File: src/rtl/ed25519_sig_serializer_pkg.sv
// Shared constants, state encoding and byte-order helper for the Ed25519 signature path.
// Used by the serializer, its interface and the optional S range checker.
package ed25519_sig_serializer_pkg;

    // Group order L = 2^252 + 27742317777372353535851937790883648493
    localparam logic [255:0] ED25519_L =
        256'h1000000000000000000000000000000014def9dea2f79cd65812631a5cf5d3ed;

    localparam int SIG_BYTES = 64;
    localparam int SIG_BITS  = SIG_BYTES * 8;

    typedef enum logic {
        ST_IDLE = 1'b0,
        ST_SEND = 1'b1
    } ser_state_e;

    // Integer (LSB-first bytes) <-> byte string (first byte in MSBs)
    function automatic logic [255:0] byte_rev256(input logic [255:0] v);
        logic [255:0] r;
        r = '0;
        for (int i = 0; i < 32; i++) begin
            r[8*i +: 8] = v[255-8*i -: 8];
        end
        return r;
    endfunction

endpackage

File: src/rtl/ed25519_sig_serializer_if.sv
// Capture and word-stream signals between the S core/host side and the signature serializer.
// The master modport is the environment's view; the slave modport is the serializer's view.
interface ed25519_sig_serializer_if #(
    parameter int WORD_W = 32
);
    logic              cap_valid;
    logic              cap_ready;
    logic [255:0]      core_S;
    logic [255:0]      sig_R;
    logic              out_valid;
    logic              out_ready;
    logic [WORD_W-1:0] out_data;
    logic              out_last;
    logic              overrun;
    logic              s_range_err;

    modport master (
        output cap_valid, core_S, sig_R, out_ready,
        input  cap_ready, out_valid, out_data, out_last, overrun, s_range_err
    );

    modport slave (
        input  cap_valid, core_S, sig_R, out_ready,
        output cap_ready, out_valid, out_data, out_last, overrun, s_range_err
    );

endinterface

File: src/rtl/ed25519_sig_serializer_s_range_chk.sv
// Flags a captured scalar S that is not reduced modulo the group order L.
// Instantiated by the serializer only when SIG_RANGE_CHECK_EN is defined.
module ed25519_s_range_chk
    import ed25519_sig_serializer_pkg::*;
(
    input  logic [255:0] s,
    output logic         s_ge_l
);

    assign s_ge_l = (s >= ED25519_L);

endmodule

File: src/rtl/ed25519_sig_serializer.sv
// Captures S and R, then streams the 64-byte signature R||S as WORD_W-bit words.
// Optional feature: define SIG_RANGE_CHECK_EN to drop captures with S >= L and pulse s_range_err.
module ed25519_sig_serializer
    import ed25519_sig_serializer_pkg::*;
#(
    parameter int WORD_W = 32
) (
    input  logic                    clk,
    input  logic                    rst_n,
    ed25519_sig_serializer_if.slave bus
);

    localparam int NWORDS = SIG_BITS / WORD_W;
    localparam int CNT_W  = $clog2(NWORDS);

    if (WORD_W != 8 && WORD_W != 16 && WORD_W != 32 && WORD_W != 64) begin : g_bad_word_w
        $error("ed25519_sig_serializer: WORD_W must be 8, 16, 32 or 64");
    end

    ser_state_e        state;
    logic [511:0]      hold;
    logic [CNT_W-1:0]  cnt;
    logic              cap_ready_q;
    logic              out_valid_q;
    logic              out_last_q;
    logic              overrun_q;
    logic              s_ge_l;

`ifdef SIG_RANGE_CHECK_EN
    logic range_err_q;

    ed25519_s_range_chk u_range_chk (
        .s      (bus.core_S),
        .s_ge_l (s_ge_l)
    );
`else
    assign s_ge_l = 1'b0;
`endif

    logic cap_fire;
    logic take;
    logic beat;

    assign cap_fire = bus.cap_valid && (state == ST_IDLE);
    assign take     = cap_fire && !s_ge_l;
    assign beat     = out_valid_q && bus.out_ready;

    // NOTE: sequential state uses non-blocking assignments and an async reset branch only;
    // every register here, including the 512-bit holding register, has a defined reset value.
    always_ff @(posedge clk or negedge rst_n) begin
        if (!rst_n) begin
            state       <= ST_IDLE;
            hold        <= '0;
            cnt         <= '0;
            cap_ready_q <= 1'b1;
            out_valid_q <= 1'b0;
            out_last_q  <= 1'b0;
            overrun_q   <= 1'b0;
        end else begin
            if (bus.cap_valid && (state == ST_SEND)) begin
                overrun_q <= 1'b1;
            end
            case (state)
                ST_IDLE: begin
                    if (take) begin
                        hold        <= {bus.sig_R, byte_rev256(bus.core_S)};
                        cnt         <= '0;
                        state       <= ST_SEND;
                        cap_ready_q <= 1'b0;
                        out_valid_q <= 1'b1;
                        out_last_q  <= 1'b0;
                    end
                end
                ST_SEND: begin
                    // The current word always sits in the top WORD_W bits; shifting keeps the
                    // output mux-free and leaves the register zeroed once the stream ends.
                    if (beat) begin
                        hold <= hold << WORD_W;
                        if (out_last_q) begin
                            state       <= ST_IDLE;
                            cap_ready_q <= 1'b1;
                            out_valid_q <= 1'b0;
                            out_last_q  <= 1'b0;
                        end else begin
                            cnt        <= cnt + CNT_W'(1);
                            out_last_q <= (cnt == CNT_W'(NWORDS - 2));
                        end
                    end
                end
                default: state <= ST_IDLE;
            endcase
        end
    end

`ifdef SIG_RANGE_CHECK_EN
    always_ff @(posedge clk or negedge rst_n) begin
        if (!rst_n) begin
            range_err_q <= 1'b0;
        end else begin
            range_err_q <= cap_fire && s_ge_l;
        end
    end

    assign bus.s_range_err = range_err_q;
`else
    assign bus.s_range_err = 1'b0;
`endif

    assign bus.cap_ready = cap_ready_q;
    assign bus.out_valid = out_valid_q;
    assign bus.out_last  = out_last_q;
    assign bus.out_data  = hold[511 -: WORD_W];
    assign bus.overrun   = overrun_q;

endmodule

File: src/flat_wrapper.sv
// flat-port wrapper written by rule: the top's interface ports become plain ports
module ed25519_sig_serializer_flat import ed25519_sig_serializer_pkg::*;
#(
    parameter int WORD_W = 32
)
  (clk, rst_n, bus_cap_valid, bus_core_S, bus_sig_R, bus_out_ready, bus_cap_ready, bus_out_valid, bus_out_data, bus_out_last, bus_overrun, bus_s_range_err);
  ed25519_sig_serializer_if #(.WORD_W(WORD_W)) bus_i ();
  input  logic clk;
  input  logic rst_n;
  input wire logic [$bits(bus_i.cap_valid)-1:0] bus_cap_valid;
  input wire logic [$bits(bus_i.core_S)-1:0] bus_core_S;
  input wire logic [$bits(bus_i.sig_R)-1:0] bus_sig_R;
  input wire logic [$bits(bus_i.out_ready)-1:0] bus_out_ready;
  output wire logic [$bits(bus_i.cap_ready)-1:0] bus_cap_ready;
  output wire logic [$bits(bus_i.out_valid)-1:0] bus_out_valid;
  output wire logic [$bits(bus_i.out_data)-1:0] bus_out_data;
  output wire logic [$bits(bus_i.out_last)-1:0] bus_out_last;
  output wire logic [$bits(bus_i.overrun)-1:0] bus_overrun;
  output wire logic [$bits(bus_i.s_range_err)-1:0] bus_s_range_err;
  assign bus_i.cap_valid = bus_cap_valid;
  assign bus_i.core_S = bus_core_S;
  assign bus_i.sig_R = bus_sig_R;
  assign bus_i.out_ready = bus_out_ready;
  assign bus_cap_ready = bus_i.cap_ready;
  assign bus_out_valid = bus_i.out_valid;
  assign bus_out_data = bus_i.out_data;
  assign bus_out_last = bus_i.out_last;
  assign bus_overrun = bus_i.overrun;
  assign bus_s_range_err = bus_i.s_range_err;
  ed25519_sig_serializer #(.WORD_W(WORD_W)) u_core (.clk(clk), .rst_n(rst_n), .bus(bus_i));
endmodule
File: config.mk
export PLATFORM = sky130hd
export DESIGN_NAME = ed25519_sig_serializer_flat
export DESIGN_NICKNAME = d
export VERILOG_FILES = /design/src/rtl/ed25519_sig_serializer_pkg.sv /design/src/rtl/ed25519_sig_serializer_if.sv /design/src/rtl/ed25519_sig_serializer_s_range_chk.sv /design/src/rtl/ed25519_sig_serializer.sv /design/src/flat_wrapper.sv
export SDC_FILE = /design/constraint.sdc
export NUM_CORES = 1
export LEC_CHECK = 0
export BUFFER_PORTS_ARGS = -buffer_cell sky130_fd_sc_hd__buf_4
export CAP_MARGIN = 15
export CORE_AREA = 2 2 213 215
export DETAILED_ROUTE_END_ITERATION = 7
export DIE_AREA = 0 0 215 217
export GPL_ROUTABILITY_DRIVEN = 1
export GPL_TIMING_DRIVEN = 0
export PLACE_DENSITY = 0.77
export SKIP_LAST_GASP = 1
export SLEW_MARGIN = 20
export SYNTH_ARGS = -nofsm -noshare
export SYNTH_HDL_FRONTEND = slang
export SYNTH_SLANG_ARGS = --single-unit
File: constraint.sdc
create_clock -name clk -period 2.6 [get_ports clk]
set_clock_uncertainty 0.1 [all_clocks]
set_input_delay 0.13 -clock clk [delete_from_list [all_inputs] [get_ports clk]]
set_output_delay 0.13 -clock clk [all_outputs]
set_load 0.01 [all_outputs]
==> results.toml, run 1 <==
[outcome]
status = "finished clean"

[critical_path]
cp-end-kind = "flip-flop"
crit_required_ps = 2990
crit_buf_inv = 3
r2r_slack_ps = 140
crit_family = "buffers and inverters"
cpMaxStageDelayCell = "clkbuf_1"
path_class = "reg2reg"
crit_arrival_ps = 2860
crit_path_cell_trace = "buf_2, nand3_1, buf_2, clkbuf_1, nand3_1, o21ai_0"
crit_fanout = 10
startpoint_type = "flip-flop"
slowest_delay_ps = 490

[die]
ios = 553
initial_core_util_pct = 54.6
dieHeight_um = 217
die-width_um = 215
coreArea_um2 = 44700
dieArea_um2 = 46700
rows = 78

[logic_synthesis]
syn_area_per_cell_um2 = 10.7
synth_seq_area_share_pct = 53.4
netlist_area_um2 = 24400
synth.most_common_cell = "dfrtp_1"
synth_edf_count = 0
synthTopCellsByCount = "520 x dfrtp_1, 483 x mux2i_1, 483 x nand3_1"
synthArstFlopShare_pct = 100
synth_top_area_share_pct = 53.3
synth_ff_type = "dfrtp_1"
syn_inst = 2286
syn_nets = 2804
ys_ff_latch = 521
yosysTopAreaCell = "dfrtp_1"
synth_cell_type_count = 30
synth_warnings = 0
ys_top_cells_by_area = "dfrtp_1 53%, mux2i_1 20%, nand3_1 9.9%, o21ai_0 8.8%, buf_2 1.7%"

[sta]
finalCritPeriodShare_pct = 94.7
whs_ps = 188
tns_ps = 0
slew_viol_final = 0
setup_viol = 0
worst_pin_slew_ps = 645
rsz0062_at_grt = "false"
slew_headroom_pct = 57.0
min_period_ps = 2460
hold_violations = 0
fmax_mhz = 406

[grt]
grt_max_degree = 102
grt_pass1_wl_um = 149000
track_usage_pct = 41.4
first_global_vias = 26100
antenna_found_initial = 25
grt_overflow = 0

[routing]
drc = 0
via_per_inst = 6.11
drtIter0Drc = 2687
drt_first_pass_iters = 6
totalWireLength_um = 98200
vias = 25000
wl_per_cell_um = 24.1
antenna_left = 0

[finish]
drive_above_1_share_pct = 23.2
fin_nets = 3933
area_delta_synth_final_pct = 49.8
utilization_pct = 81.8

[clock_tree]
cts_buffer_depth = 3
clock-sinks = 521
cts_tree = "built"
clk_latency_ps = 610
cts.htree.levels = 2
cts_buffers = 55
root_buffer = "clkbuf_16"
clk_pin_slew_worst_paths_ps = 70

[place]
hpwlAfterDp_um = 64000
portBuffers = 550
gp_congestion = 0.936

[power]
power.density_nw_per_um2 = 830
p_leak_uw = 0.0192
peakVddDrop_v = 0.000545

[worst_hold_path]
min_path_type = "in2reg"

[flow_run]
drv_cap = 0
layout make-up:
class,instances,area (um2)
antenna,23,57.6
buffer,258,1260
clock buffer,84,1670
clock inverter,17,216
fill,2553,8120
inverter,2,7.51
multi-input combinational,1505,10100
sequential,521,13000
tap,600,751
timing repair buffer,1072,9460
path summary, 6_finish.rpt:
kind | startpoint | to | cells after the start
max in group asynchronous | rst_n | u_core.hold[492] | 5
min in group asynchronous | rst_n | u_core.hold[247] | 3
worst min register to register | u_core.bus.overrun | u_core.bus.overrun | 1
worst min-delay path | bus_core_S[246] | u_core.hold[14] | 3
worst max-delay path | u_core.bus.out_valid | u_core.hold[42] | 6
worst max register to register | u_core.bus.out_valid | u_core.hold[42] | 6
metal layers:
layer,GRT usage [%],vias to the layer above,part of all wire (%)
li1,-,10600,-
met5,0,-,0.086
met4,22.1,14,5.9
met2,69.7,1614,49
met1,49.7,12300,36
met3,9.53,451,9.0
placed cells by master (no fill, tap or decap), types with 2 or more instances in the layout:
| master | count |
|---|---|
| buf_4 | 589 |
| bufinv_16 | 5 |
| nor2_1 | 4 |
| clkinv_2 | 10 |
| buf_1 | 12 |
| clkbuf_8 | 14 |
| buf_2 | 81 |
| diode_2 | 23 |
| nand3_1 | 483 |
| clkbuf_1 | 104 |
| nand2_1 | 6 |
| clkbuf_16 | 57 |
| mux2i_1 | 483 |
| dfrtp_1 | 520 |
| clkbuf_2 | 34 |
| buf_16 | 5 |
| a22o_1 | 33 |
| o21ai_0 | 430 |
| ha_1 | 2 |
| inv_1 | 2 |
| dlygate4sd3_1 | 516 |
| o21ai_1 | 50 |
per-stage QoR:
step                power, uW  instances  cell area (um2)  setup slack (ps)
global placement        20300       3436            29300             -4110
finish                  30400       4082            36600               137
detailed placement      20800       3441            29400               111
floorplan               17300       2286            24400               970
CTS                     29600       4059            36500              93.3
global route            31600       4079            36600              74.2
power by group:
| part | internal [uW] | switching [uW] | total (uW) |
|---|---|---|---|
| logic | 4100 | 4560 | 8660 |
| registers | 11100 | 2290 | 13400 |
| clock network | 4900 | 3380 | 8280 |
| total | 20100 | 10200 | 30400 |
registers in the layout, summed over array words and instances, names as in the netlist:
name / count
u_core.bus.overrun: 1
u_core.bus.out_last: 1
u_core.cnt: 4
u_core.state: 1
u_core.hold: 512
u_core.bus.out_valid: 1
u_core.bus.cap_ready: 1
repair_timing:
item | CTS | global route
endpoints found under the setup margin | 0 | 25
resized for setup | 0 | 4
setup buffers | 0 | 0
hold buffers | 517 | 0
hold endpoints to repair | 646 | 0
worst register-to-register path, cell delays in order (launching register included):
cell	delay (ps)
dfrtp_1	380
buf_2	170
nand3_1	380
buf_2	410
clkbuf_1	500
nand3_1	220
o21ai_0	190
logic make-up after synthesis:
logic type	after synthesis	share of synthesized area, %
AOI/OAI and AO/OA	519	11.3
adders and majority gates	2	0.102
buffers and inverters	260	5.19
DFF	521	53.4
muxes	484	19.8
other	1	0.0154
and+or+nand+nor	499	10.2
(Power assumes the default switching activity.)
==> run 2: changes to the inputs <==
CORE_AREA = default   (was 2 2 213 215)
CORE_MARGIN = 2   (was default)
CORE_UTILIZATION = 55   (was default)
DIE_AREA = default   (was 0 0 215 217)
clock period = 2.3 ns   (was 2.6 ns; I/O delays follow)
==> run 2 against run 1 <==
Compared with the run above: the flow now finishes with violations (negative hold slack, negative setup slack); count of clock-buffer cells in the layout grew 3; flip-flop and latch count is the same; largest power group unchanged; non-clock buffer count is the same; sequential power grew 14%; routed wire length grew 5.4%; global-route usage grew 2.5 points; via count grew 3.2%; first-iteration DRC count grew 15%; combinational power grew 17%; clock power grew 8.8%; critical path depth is the same; fmax grew 5.7%.
==> results.toml, run 2 (synthesized netlist as in run 1, its figures left out) <==
[grt]
grt_pass1_wl_um = 156000
grt_max_degree = 102
track_usage_pct = 43.9
antenna_found_initial = 29
grt_overflow = 0
first_global_vias = 27000

[worst_hold_path]
min_path_type = "in2async"

[finish]
layout_common_cells = "590 x buf_4, 520 x dfrtp_1, 515 x dlygate4sd3_1, 482 x nand3_1, 478 x mux2i_1"
top_register = "u_core.hold"
fillCellCount = 2323
area_delta_synth_final_pct = 49.6
reg_top3 = "u_core.hold (512), u_core.cnt (4)"
final_common_cell = "buf_4"
final_cell_area_um2 = 36500
largest_reg_flops = 512
fin_nets = 3932
seqCellArea_um2 = 13000
multi_input_area_um2 = 10100
utilization_pct = 83.0
drive_above_1_share_pct = 23.5

[die]
die-width_um = 215
coreArea_um2 = 44000
ios = 553
dieArea_um2 = 46100
rows = 77
initial_core_util_pct = 55.5
dieHeight_um = 215

[clock_tree]
cts.htree.levels = 2
clk_pin_slew_worst_paths_ps = 70
clock-sinks = 521
cts_buffers = 54
clk_latency_ps = 610
root_buffer = "clkbuf_16"
cts_buffer_depth = 3
cts_tree = "built"

[place]
portBuffers = 550
placed_cell_area_um2 = 29400
gp_congestion = 0.950
dp_slack_ps = -164
hpwlAfterDp_um = 63500

[critical_path]
crit_family = "buffers and inverters"
cp-end-kind = "flip-flop"
r2r_start = "u_core.state"
cp_num_cells = 6
crit_path_cell_trace = "buf_2, buf_4, buf_2, buf_2, mux2i_2, o21ai_0"
r2r_slack_ps = -30
reg2reg_depth = 6
path_class = "reg2reg"
cp-endpoint = "u_core.hold[245]"
startpoint_type = "flip-flop"
slowest_delay_ps = 470
crit_top_cell = "buf_2"
crit_arrival_ps = 2690
cp-startpoint = "u_core.state"
r2r-end = "u_core.hold[245]"
cpMaxStageDelayCell = "mux2i_2"
crit_buf_inv = 4
crit_fanout = 10
crit_required_ps = 2660

[routing]
totalWireLength_um = 104000
vias = 25700
drc = 0
drtIter0Drc = 3085
via_per_inst = 6.31
drt_first_pass_iters = 6
antenna_left = 0
wl_per_cell_um = 25.4

[sta]
setup_ws_ps = -29.6
min_period_ps = 2330
fmax_mhz = 429
whs_ps = -42.2
slew_headroom_pct = 57.3
rsz0062_at_grt = "true"
finalCritPeriodShare_pct = 101
setup_viol = 3
hold_violations = 30
slew_viol_final = 0
worst_pin_slew_ps = 633

[power]
swShare_pct = 34.8
clkPwrFrac_pct = 26.2
p_seq_share_pct = 44.4
peakVddDrop_v = 0.000637
comb_power_share_pct = 29.4
p_leak_uw = 0.0192
intPower_uw = 22400
power_uw = 34400
power.net_switching_uw = 12000
power.density_nw_per_um2 = 941

[flow_run]
drv_cap = 0

[outcome]
failed_checks = "negative hold slack, negative setup slack"
status = "complete, but fails checks"
==> run 2: power groups by stage <==
stage	Sequential (uW)	Combinational, uW	Clock, uW
after global routing	15400	10900	9370
after CTS	14900	9330	8910
after floorplan	14000	5570	0
final	15300	10100	9010
after detailed placement	15000	8520	0
after global placement	14900	8160	0
==> run 2: how the worst min path moves through the flow <==
stage                          end  slack (ps)
2_1_floorplan  u_core.bus.out_last        -280
3_3_place_gp        u_core.hold[0]         240
3_5_place_dp      u_core.hold[296]          40
4_1_cts           u_core.hold[296]           4
5_1_grt           u_core.hold[296]          10
6_report          u_core.hold[331]         -40
==> run 2: metal layers <==
layer	vias to the layer above	part of all wire [%]	track usage [%]
li1	10600	-	-
met3	655	9.4	9.55
met2	2032	47	72.1
met5	-	0.034	0
met1	12500	35	52.5
met4	6	7.6	28.3
==> run 2: area by class of cell <==
type                            count  share of cell area [%]
Buffer                            258                    3.50
Multi-Input combinational cell   1505                    27.8
Tap cell                          592                    2.03
Clock inverter                     11                   0.288
Clock buffer                       87                    4.60
Timing Repair Buffer             1072                    25.9
Antenna cell                       33                   0.226
Inverter                            2                  0.0205
Sequential cell                   521                    35.7
==> run 2: through the flow <==
| step | setup TNS (ps) | hold WS (ps) | instances |
|---|---|---|---|
| 6_report | -56.3 | -42.2 | 4081 |
| 5_1_grt | -1430 | 9.54 | 4072 |
| 3_5_place_dp | -7700 | 35.3 | 3433 |
| 4_1_cts | 0 | 4.49 | 4048 |
| 2_1_floorplan | 0 | -281 | 2286 |
| 3_3_place_gp | -2242990 | 240 | 3428 |
==> run 2: timing repair <==
| action | 4_1_cts | 5_1_grt |
|---|---|---|
| gates resized for setup | 3 | 23 |
| endpoints found under the hold margin | 682 | 0 |
| hold buffers | 515 | 0 |
| buffers inserted | 2 | 0 |
| setup endpoints to repair | 150 | 380 |
==> run 2: worst reg2reg max path, delay by kind of cell (launching register included) <==
kind	cells	cell delay, ps
buffers and inverters	4	1110
muxes	1	480
DFF	1	320
AOI/OAI and AO/OA	1	190
